--- config.mk ---
export PLATFORM = sky130hd
export DESIGN_NAME = alu_seq_exec
export DESIGN_NICKNAME = d
export VERILOG_FILES = /design/src/rtl/alu_pkg.sv /design/src/rtl/alu_comb_core.sv /design/src/rtl/alu_seq_exec.sv
export SDC_FILE = /design/constraint.sdc
export NUM_CORES = 1
export LEC_CHECK = 0
export ABC_AREA = 1
export CAP_MARGIN = 20
export CORE_MARGIN = 3
export CORE_UTILIZATION = 55
export CTS_CLUSTER_DIAMETER = 150
export DETAILED_ROUTE_END_ITERATION = 7
export PLACE_DENSITY_LB_ADDON = 0.15
export SETUP_SLACK_MARGIN = 0.5
export SLEW_MARGIN = 20
export SYNTH_ARGS = -nofsm -noshare
export SYNTH_HDL_FRONTEND = slang
export SYNTH_SLANG_ARGS = --single-unit
--- constraint.sdc ---
create_clock -name clk -period 5.6 [get_ports clk]
set_input_delay 1.12 -clock clk [delete_from_list [all_inputs] [get_ports clk]]
set_output_delay 1.12 -clock clk [all_outputs]
set_load 0.03 [all_outputs]
--- src/rtl/alu_pkg.sv ---
// Shared definitions for the EX-stage sequential ALU: operation codes,
// FSM state encoding and a helper that classifies the shift operations.
package alu_pkg;

    // Operation codes produced by ALUControlUnit
    localparam logic [3:0] ALU_AND  = 4'b0000;
    localparam logic [3:0] ALU_OR   = 4'b0001;
    localparam logic [3:0] ALU_ADD  = 4'b0010;
    localparam logic [3:0] ALU_XOR  = 4'b0100;
    localparam logic [3:0] ALU_SUB  = 4'b0110;
    localparam logic [3:0] ALU_SLL  = 4'b1000;
    localparam logic [3:0] ALU_SRL  = 4'b1001;
    localparam logic [3:0] ALU_SRA  = 4'b1010;
    localparam logic [3:0] ALU_SLT  = 4'b1101;
    localparam logic [3:0] ALU_SLTU = 4'b1111;

    // Execution FSM state encoding
    localparam logic [1:0] ST_IDLE  = 2'd0;
    localparam logic [1:0] ST_SHIFT = 2'd1;
    localparam logic [1:0] ST_DONE  = 2'd2;

    // True for the codes that run through the iterative shifter
    function automatic logic is_shift(input logic [3:0] sel);
        return (sel == ALU_SLL) || (sel == ALU_SRL) || (sel == ALU_SRA);
    endfunction

endpackage

--- src/rtl/alu_comb_core.sv ---
// Single-cycle combinational part of the ALU. Shift codes pass operand A
// through unchanged, which is exactly the result of a shift by zero; real
// shifts are handled by the iterative shifter in the parent.
module alu_comb_core
    import alu_pkg::*;
#(
    parameter int N = 32
) (
    input  logic [3:0]   i_sel,
    input  logic [N-1:0] i_a,
    input  logic [N-1:0] i_b,
    output logic [N-1:0] o_result,
    output logic         o_illegal
);

    // Decode the operation code and compute the one-cycle result
    always_comb begin
        o_result  = '0;
        o_illegal = 1'b0;
        case (i_sel)
            ALU_AND:  o_result = i_a & i_b;
            ALU_OR:   o_result = i_a | i_b;
            ALU_ADD:  o_result = i_a + i_b;
            ALU_XOR:  o_result = i_a ^ i_b;
            ALU_SUB:  o_result = i_a - i_b;
            ALU_SLT:  o_result = {{(N-1){1'b0}}, ($signed(i_a) < $signed(i_b))};
            ALU_SLTU: o_result = {{(N-1){1'b0}}, (i_a < i_b)};
            ALU_SLL, ALU_SRL, ALU_SRA: o_result = i_a;
            default:  o_illegal = 1'b1;
        endcase
    end

endmodule

--- src/rtl/alu_seq_exec.sv ---
// Sequential execution unit for the multi-cycle RISC-V EX stage. Logic and
// arithmetic ops finish in one cycle; shifts move one bit per cycle. The
// unit accepts a new request in the DONE cycle, so single-cycle ops can
// stream at one per clock.
module alu_seq_exec
    import alu_pkg::*;
#(
    parameter int N   = 32,
    parameter int SHW = $clog2(N)
) (
    input  logic         clk,
    input  logic         rst_n,
    input  logic         start,
    input  logic [3:0]   ALU_sel,
    input  logic [N-1:0] a,
    input  logic [N-1:0] b,
    output logic         ready,
    output logic         valid,
    output logic [N-1:0] result,
    output logic         zero,
    output logic         illegal
);

    logic [1:0]     r_state;
    logic [SHW-1:0] r_cnt;
    logic [N-1:0]   r_work;
    logic [3:0]     r_op;
    logic [N-1:0]   r_result;
    logic           r_zero;
    logic           r_illegal;

    logic           w_accept;
    logic [SHW-1:0] w_shamt;
    logic           w_goShift;
    logic [N-1:0]   w_coreResult;
    logic           w_coreIllegal;
    logic [N-1:0]   w_shiftNext;

    alu_comb_core #(.N(N)) u_core (
        .i_sel     (ALU_sel),
        .i_a       (a),
        .i_b       (b),
        .o_result  (w_coreResult),
        .o_illegal (w_coreIllegal)
    );

    assign ready     = (r_state != ST_SHIFT);
    assign valid     = (r_state == ST_DONE);
    assign result    = r_result;
    assign zero      = r_zero;
    assign illegal   = r_illegal;
    assign w_accept  = start && ready;
    assign w_shamt   = b[SHW-1:0];
    assign w_goShift = is_shift(ALU_sel) && (w_shamt != '0);

    // One-bit shift of the working register in the direction of the latched op
    always_comb begin
        w_shiftNext = r_work;
        case (r_op)
            ALU_SLL: w_shiftNext = {r_work[N-2:0], 1'b0};
            ALU_SRL: w_shiftNext = {1'b0, r_work[N-1:1]};
            ALU_SRA: w_shiftNext = {r_work[N-1], r_work[N-1:1]};
            default: w_shiftNext = r_work;
        endcase
    end

    // Control FSM, shift counter, working register and registered outputs
    always_ff @(posedge clk) begin
        if (!rst_n) begin
            r_state   <= ST_IDLE;
            r_cnt     <= '0;
            r_work    <= '0;
            r_op      <= ALU_AND;
            r_result  <= '0;
            r_zero    <= 1'b0;
            r_illegal <= 1'b0;
        end else begin
            case (r_state)
                ST_IDLE, ST_DONE: begin
                    if (w_accept) begin
                        if (w_goShift) begin
                            r_state <= ST_SHIFT;
                            r_work  <= a;
                            r_cnt   <= w_shamt;
                            r_op    <= ALU_sel;
                        end else begin
                            r_state   <= ST_DONE;
                            r_result  <= w_coreResult;
                            r_zero    <= (w_coreResult == '0);
                            r_illegal <= w_coreIllegal;
                        end
                    end else begin
                        r_state <= ST_IDLE;
                    end
                end
                ST_SHIFT: begin
                    r_work <= w_shiftNext;
                    r_cnt  <= r_cnt - 1'b1;
                    if (r_cnt == SHW'(1)) begin
                        r_state   <= ST_DONE;
                        r_result  <= w_shiftNext;
                        r_zero    <= (w_shiftNext == '0);
                        r_illegal <= 1'b0;
                    end
                end
                default: r_state <= ST_IDLE;
            endcase
        end
    end

endmodule

==> out/metrics.cfg, run 1 <==
[outcome]
status = finished clean

[route]
antenna_left = 0
drt-initial-drc-count = 1430
drc = 0
first_pass_iters = 6
wirelength_um = 41600
wl_met3_um = 3820
viasPerCell = 5.85
dr.max_layer_used = met4
vias = 13000
wl_met1_um = 16600
wl_per_cell_um = 18.8
wl_met2_um = 18000

[clock_network]
hold_buffers = 0
ctsResizeCount = 0
clk_pin_slew_ps = 60
cts_buffers = 9
htree_levels = 3
clk_path_buf_depth = 2
clk_latency_ps = 330
cts_tree = yes
cts-root-buf = clkbuf_16
clock-sinks = 77
cts_setup_buffers = 0

[layout]
nets = 2123
drive_above_1_share = 0.0333
diodes = 0
postLayoutCellArea_sq_um = 12000
fillCellCount = 1887
area_growth_syn_to_layout_pct = 12.8

[sta]
min_period_over_period = 0.797
tns_ps = 0
hold_viol = 0
clock_skew_ps = 7.63
tightest_slew_ps = 1060
slew_headroom = 0.292
rsz0062_at_grt = no
fmax_ghz = 0.224
final-max-slew-violation-count = 0
period_minus_slack_ps = 4460
setup_viol = 0

[floorplan]
die_h_um = 145
dieArea_sq_um = 21000
die_w_um = 145
fp-row-count = 50
core_area_sq_um = 18800
initial_core_util = 0.564
io_pins = 107

[logic_synthesis]
synth_nets = 2075
synth_top_area_share = 0.183
async_flop_share = 0
syn_avg_cell_area_sq_um = 5.59
synth_area_leaders = nand2_1 18%, dfxtp_1 15%, inv_1 12%
synth_top_area_cell = nand2_1
synthCells = 1901
synth_flop_cell = dfxtp_1
yosysWarnings = 0
ys_types = 48
ys_seq_area_frac = 0.145
syn_area_sq_um = 10600
synth-seq-cells = 77
synth_edf_count = 0

[worst_setup_path]
path_delay_family = simple AND/OR/NAND/NOR gates
worstPathRequired_ps = 5860
slowest_stage = clkdlybuf4s50_1
reg2reg_to = result[2]$_SDFFE_PN0P_
r2r_slack_ps = 2040
path_common_cell = nand2_1
slowest_delay_ps = 640
crit_type = primary input to flip-flop
start_kind = primary input
crit_fanout = 5
reg2regPathDepth = 10
worstPathArrival_ps = 4720
reg2reg_from = r_state[0]$_SDFFE_PN0N_
crit_chain = clkdlybuf4s50_1 -> ha_1 -> inv_1 -> fa_1 -> inv_1 -> nand3_1 -> nand2_1 -> nand2_1 -> nand2_1 -> nand2_1 -> nand2_1 -> nand2_1 -> nand2_1 -> nand2_1 -> nand3_1 -> nand3_1 -> nor3_1 -> nand3_1 -> a21oi_2
cp-end-kind = flip-flop
crit_buf_inv = 3

[placed_design]
dpl_cell_area_sq_um = 11700
gp_congestion = 1.08
dp_hpwl_um = 32800
io_buffers = 106

[flow_run]
cap_violations = 0

[power]
p_per_area_nw_per_um2 = 185
p_leak_nw = 6.17
ir_drop_mv = 0.171

[worst_hold_path]
whs_path_depth = 2
hold_class = flip-flop to flip-flop
min_to = r_op[2]$_SDFFE_PN0P_
min_from = r_op[2]$_SDFFE_PN0P_

[global_routing]
grt_pass1_vias = 11700
grt_max_degree = 65
grt_pass1_wl_um = 63000
grt_usage = 0.373
antenna_found_initial = 0
grt_remaining_overflow = 0

==> synth_stat cells, drive strengths merged, types with 2 or more instances <==
cell type	n
buf	49
ha	101
nand4	18
dfxtp	77
nor3	14
and2	3
or2	13
a21boi	3
o221ai	25
clkbuf	29
nand3	179
nor4	3
fa	2
o22ai	63
o21bai	15
clkinv	3
o21ai	71
nand3b	8
o21a	4
nor2	197
a21oi	86
a31oi	31
a221oi	17
nand2	526
o211ai	2
inv	352
a22oi	4
==> flip-flops by register name, indices dropped and copies added, names as in the netlist <==
| signal | cells |
|---|---|
| illegal | 1 |
| r_cnt | 5 |
| r_op | 4 |
| r_state | 2 |
| r_work | 32 |
| result | 32 |
| zero | 1 |
==> per-stage QoR <==
stage          setup WS [ps]  utilization  instances  power, mW  hold slack (ps)
2_1_floorplan           2560            -       1901       1.28              419
3_3_place_gp             919        0.621       2198       1.61              428
3_5_place_dp             941        0.621       2198       1.62              445
4_1_cts                 1290        0.636       2214       2.19              442
5_1_grt                 1050        0.636       2214       2.34              475
6_report                1140        0.636       2214       2.22              443
==> cell type report <==
class | instances | area [sq um] | share of cell area
clock inverters | 6 | 63.8 | 0.00533
inverters | 355 | 1330 | 0.111
repair buffers | 115 | 1120 | 0.0938
well taps | 260 | 325 | 0.0272
clock buffers | 10 | 229 | 0.0191
flip-flops and latches | 77 | 1540 | 0.129
multi-input cells | 1391 | 7360 | 0.615
==> cells by family (layout without fill, tap and decap cells) <==
kind of cell,after synthesis,count (layout),share of synthesized area
AOI/OAI and AO/OA,324,324,0.187
and+or+nand+nor,963,963,0.382
buffers and inverters,433,486,0.163
adders and majority gates,103,103,0.123
xor gates and xnor gates,1,1,0.000825
DFF,77,77,0.145
==> layer usage <==
layer,track usage,vias to the layer above
met4,0.238,0
met2,0.593,792
li1,-,6220
met5,0,-
met1,0.474,5775
met3,0.0553,164
==> how the worst max path moves through the flow <==
stage,start,endpoint,cells past startpoint
CTS,b[0],zero$_SDFFE_PN0P_,19
global route,b[0],zero$_SDFFE_PN0P_,19
global placement,b[0],zero$_SDFFE_PN0P_,19
floorplan,a[0],zero$_SDFFE_PN0P_,19
finish,b[0],zero$_SDFFE_PN0P_,19
detailed placement,b[0],zero$_SDFFE_PN0P_,19
==> cell usage in the layout, fill, tap and decap left out, drive strengths merged, types with 3 or more instances in the layout <==
master and count:
nor2 197, nand3b 8, dfxtp 77, nand4 18, o21ai 71, nand2 526, a221oi 17, nand3 179
o21bai 15, a31oi 31, nor3 14, clkbuf 10, a22oi 4, a21boi 3, a21oi 86, and2 3
nor4 3, or2 13, clkdlybuf4s50 105, ha 101, o221ai 25, inv 351, clkinv 7, buf 10
o22ai 63, o21a 4
==> worst reg2reg max path: cells and delay by family (launching register included) <==
family                 cells  cell delay, ps
AO/OA/AOI/OAI              2             370
flip-flops                 1             340
buffers and inverters      5            1630
AND/OR/NAND/NOR            3            1140
==> report_power, final <==
| group | switching [mW] | internal, mW | total (mW) |
|---|---|---|---|
| Sequential | 0.0267 | 0.589 | 0.616 |
| Clock | 0.233 | 0.344 | 0.578 |
| Combinational | 0.697 | 0.331 | 1.03 |
Note: power is estimated with default switching activity, not from simulation.
==> run 2, diff against run 1 <==
==> constraint.sdc (replaced) <==
create_clock -name clk -period 4.2 [get_ports clk]
set_input_delay 0.84 -clock clk [delete_from_list [all_inputs] [get_ports clk]]
set_output_delay 0.84 -clock clk [all_outputs]
set_load 0.03 [all_outputs]
==> out/metrics.cfg, run 2 (synthesis gave the netlist of run 1 again) <==
[outcome]
status = complete, but fails checks
violations = DRC

[clock_network]
clk_path_buf_depth = 2  ; unchanged
clock-sinks = 77  ; unchanged
cts_tree = yes
cts-root-buf = clkbuf_16
clk_pin_slew_ps = 60  ; about the same
clk_latency_ps = 330  ; about the same
cts_buffers = 9  ; unchanged
hold_buffers = 0  ; unchanged
htree_levels = 3  ; unchanged

[global_routing]
grt_max_degree = 62  ; -4.6%
grt_pass1_vias = 12000  ; +3.0%
antenna_found_initial = 0  ; unchanged
grt_pass1_wl_um = 65600  ; +4.0%
grt_usage = 0.386  ; +0.0131
grt_remaining_overflow = 0  ; unchanged

[sta]
period_minus_slack_ps = 3620
setup_viol = 0  ; unchanged
tns_ps = 0  ; unchanged
slew_headroom = 0.410  ; +0.118
rsz0062_at_grt = no
final-max-slew-violation-count = 0  ; unchanged
hold_viol = 0  ; unchanged
min_period_over_period = 0.862
clock_skew_ps = 3.14  ; -4.48 ps
fmax_ghz = 0.276
tightest_slew_ps = 884  ; -176 ps

[worst_setup_path]
slowest_delay_ps = 550  ; -90 ps
worstPathRequired_ps = 4470  ; -1390 ps
crit_fanout = 6  ; +1
cp-end-kind = flip-flop
crit_buf_inv = 3  ; unchanged
path_delay_family = simple AND/OR/NAND/NOR gates
worstPathArrival_ps = 3890  ; -830 ps
start_kind = primary input
crit_chain = clkdlybuf4s50_1 -> inv_1 -> ha_1 -> buf_4 -> nand2_1 -> nand2_1 -> a21oi_1 -> nand2_1 -> a21oi_1 -> nand3_1 -> nand3_1 -> nand3_1 -> nor2_2 -> nand2_1 -> nor2_1 -> nand3_1 -> a21oi_2
crit_type = primary input to flip-flop
slowest_stage = clkdlybuf4s50_1

[layout]
nets = 2154  ; +1.5%
drive_above_1_share = 0.0640  ; +0.0307
layout_commonest_cell = nand2_1
fillCellCount = 1847  ; -2.1%
layout_common_cells = 519 x nand2_1, 338 x inv_1, 185 x nor2_1
diodes = 0  ; unchanged
area_growth_syn_to_layout_pct = 16.7

[floorplan]
dieArea_sq_um = 21000  ; unchanged
core_area_sq_um = 18800  ; unchanged
initial_core_util = 0.564  ; unchanged
die_h_um = 145  ; unchanged
fp-row-count = 50  ; unchanged
io_pins = 107  ; unchanged
die_w_um = 145  ; unchanged

[worst_hold_path]
hold_class = flip-flop to flip-flop

[route]
wl_per_cell_um = 18.9  ; +0.32%
vias = 13300  ; +2.4%
viasPerCell = 5.91  ; +0.98%
wirelength_um = 42400  ; +1.7%
drt-initial-drc-count = 1857  ; +30%
drc = 1  ; +1
antenna_left = 0  ; unchanged
first_pass_iters = 8  ; +2

[placed_design]
dp_hpwl_um = 33600  ; +2.5%
io_buffers = 106  ; unchanged
gp_congestion = 1.13  ; +4.7%

[power]
ir_drop_mv = 0.222  ; +30%
p_per_area_nw_per_um2 = 246  ; +33%
power_mw = 3.05  ; +37%
p_leak_nw = 6.38  ; +3.3%

[flow_run]
cap_violations = 0  ; unchanged

==> run 2: cell types whose count changed in the layout (fill, tap and decap cells not counted), sizes merged <==
| cell | before | now |
|---|---|---|
| clkinvlp | 2 | 1 |
| dlymetal6s2s | 0 | 4 |
| buf | 10 | 41 |
| clkdlybuf4s50 | 105 | 101 |
| clkinv | 7 | 5 |
| clkbuf | 10 | 13 |
==> run 2: what timing repair did <==
action	4_1_cts	5_1_grt
endpoints found under the setup margin	0	1
resized for setup	0	39
buffers inserted	0	1
endpoints found under the hold margin	0	0
==> run 2: layout make-up <==
type / instances / area [sq um] / share of cell area
multi-input cells: 1391 / 7490 / 0.604
flip-flops and latches: 77 / 1540 / 0.124
inverters: 355 / 1330 / 0.108
clock buffers: 13 / 270 / 0.0218
clock inverters: 3 / 42.5 / 0.00343
well taps: 260 / 325 / 0.0262
repair buffers: 146 / 1390 / 0.112
==> run 2: final timing paths <==
kind,from,to,slack [ps],depth (start not counted)
setup reg to reg,r_op[3]$_SDFFE_PN0P_,zero$_SDFFE_PN0P_,1450,15
hold / removal,r_op[2]$_SDFFE_PN0P_,r_op[2]$_SDFFE_PN0P_,450,2
setup / recovery,a[18],zero$_SDFFE_PN0P_,580,17
hold reg to reg,r_op[2]$_SDFFE_PN0P_,r_op[2]$_SDFFE_PN0P_,450,2
==> run 2: through the flow <==
| step | worst slack [ps] | hold slack (ps) | util | std cells | cell area, sq um |
|---|---|---|---|---|---|
| after floorplan | 1440 | 419 | - | 1901 | 10600 |
| after global placement | 184 | 427 | 0.634 | 2228 | 11900 |
| after detailed placement | 200 | 442 | 0.634 | 2228 | 11900 |
| after CTS | 535 | 452 | 0.650 | 2244 | 12200 |
| after global routing | 482 | 463 | 0.658 | 2245 | 12400 |
| final | 579 | 449 | 0.658 | 2245 | 12400 |
==> run 2: worst register-to-register path: stages, from the launching register on <==
cell	delay, ps
dfxtp_1	310
inv_1	40
nor2_1	150
o21ai_2	110
inv_2	450
nand2_2	220
inv_2	440
nand2_1	110
o221ai_1	120
nor2_1	90
nand3_1	110
nor2_1	90
nand3_1	100
nor2_1	60
nor2_1	160
a21oi_2	70
==> run 2: metal layers <==
metal | up-vias | track usage | routed length (um)
met5 | - | 0 | 0
met4 | 0 | 0.248 | 3520
met3 | 199 | 0.0531 | 4620
met2 | 917 | 0.612 | 18300
met1 | 5852 | 0.494 | 15900
li1 | 6293 | - | -
==> run 2: where the power goes <==
part | total (mW) | internal, mW | switching (mW)
registers | 0.819 | 0.785 | 0.0334
logic | 1.43 | 0.484 | 0.945
clock network | 0.804 | 0.508 | 0.296
total | 3.05 | 1.78 | 1.28
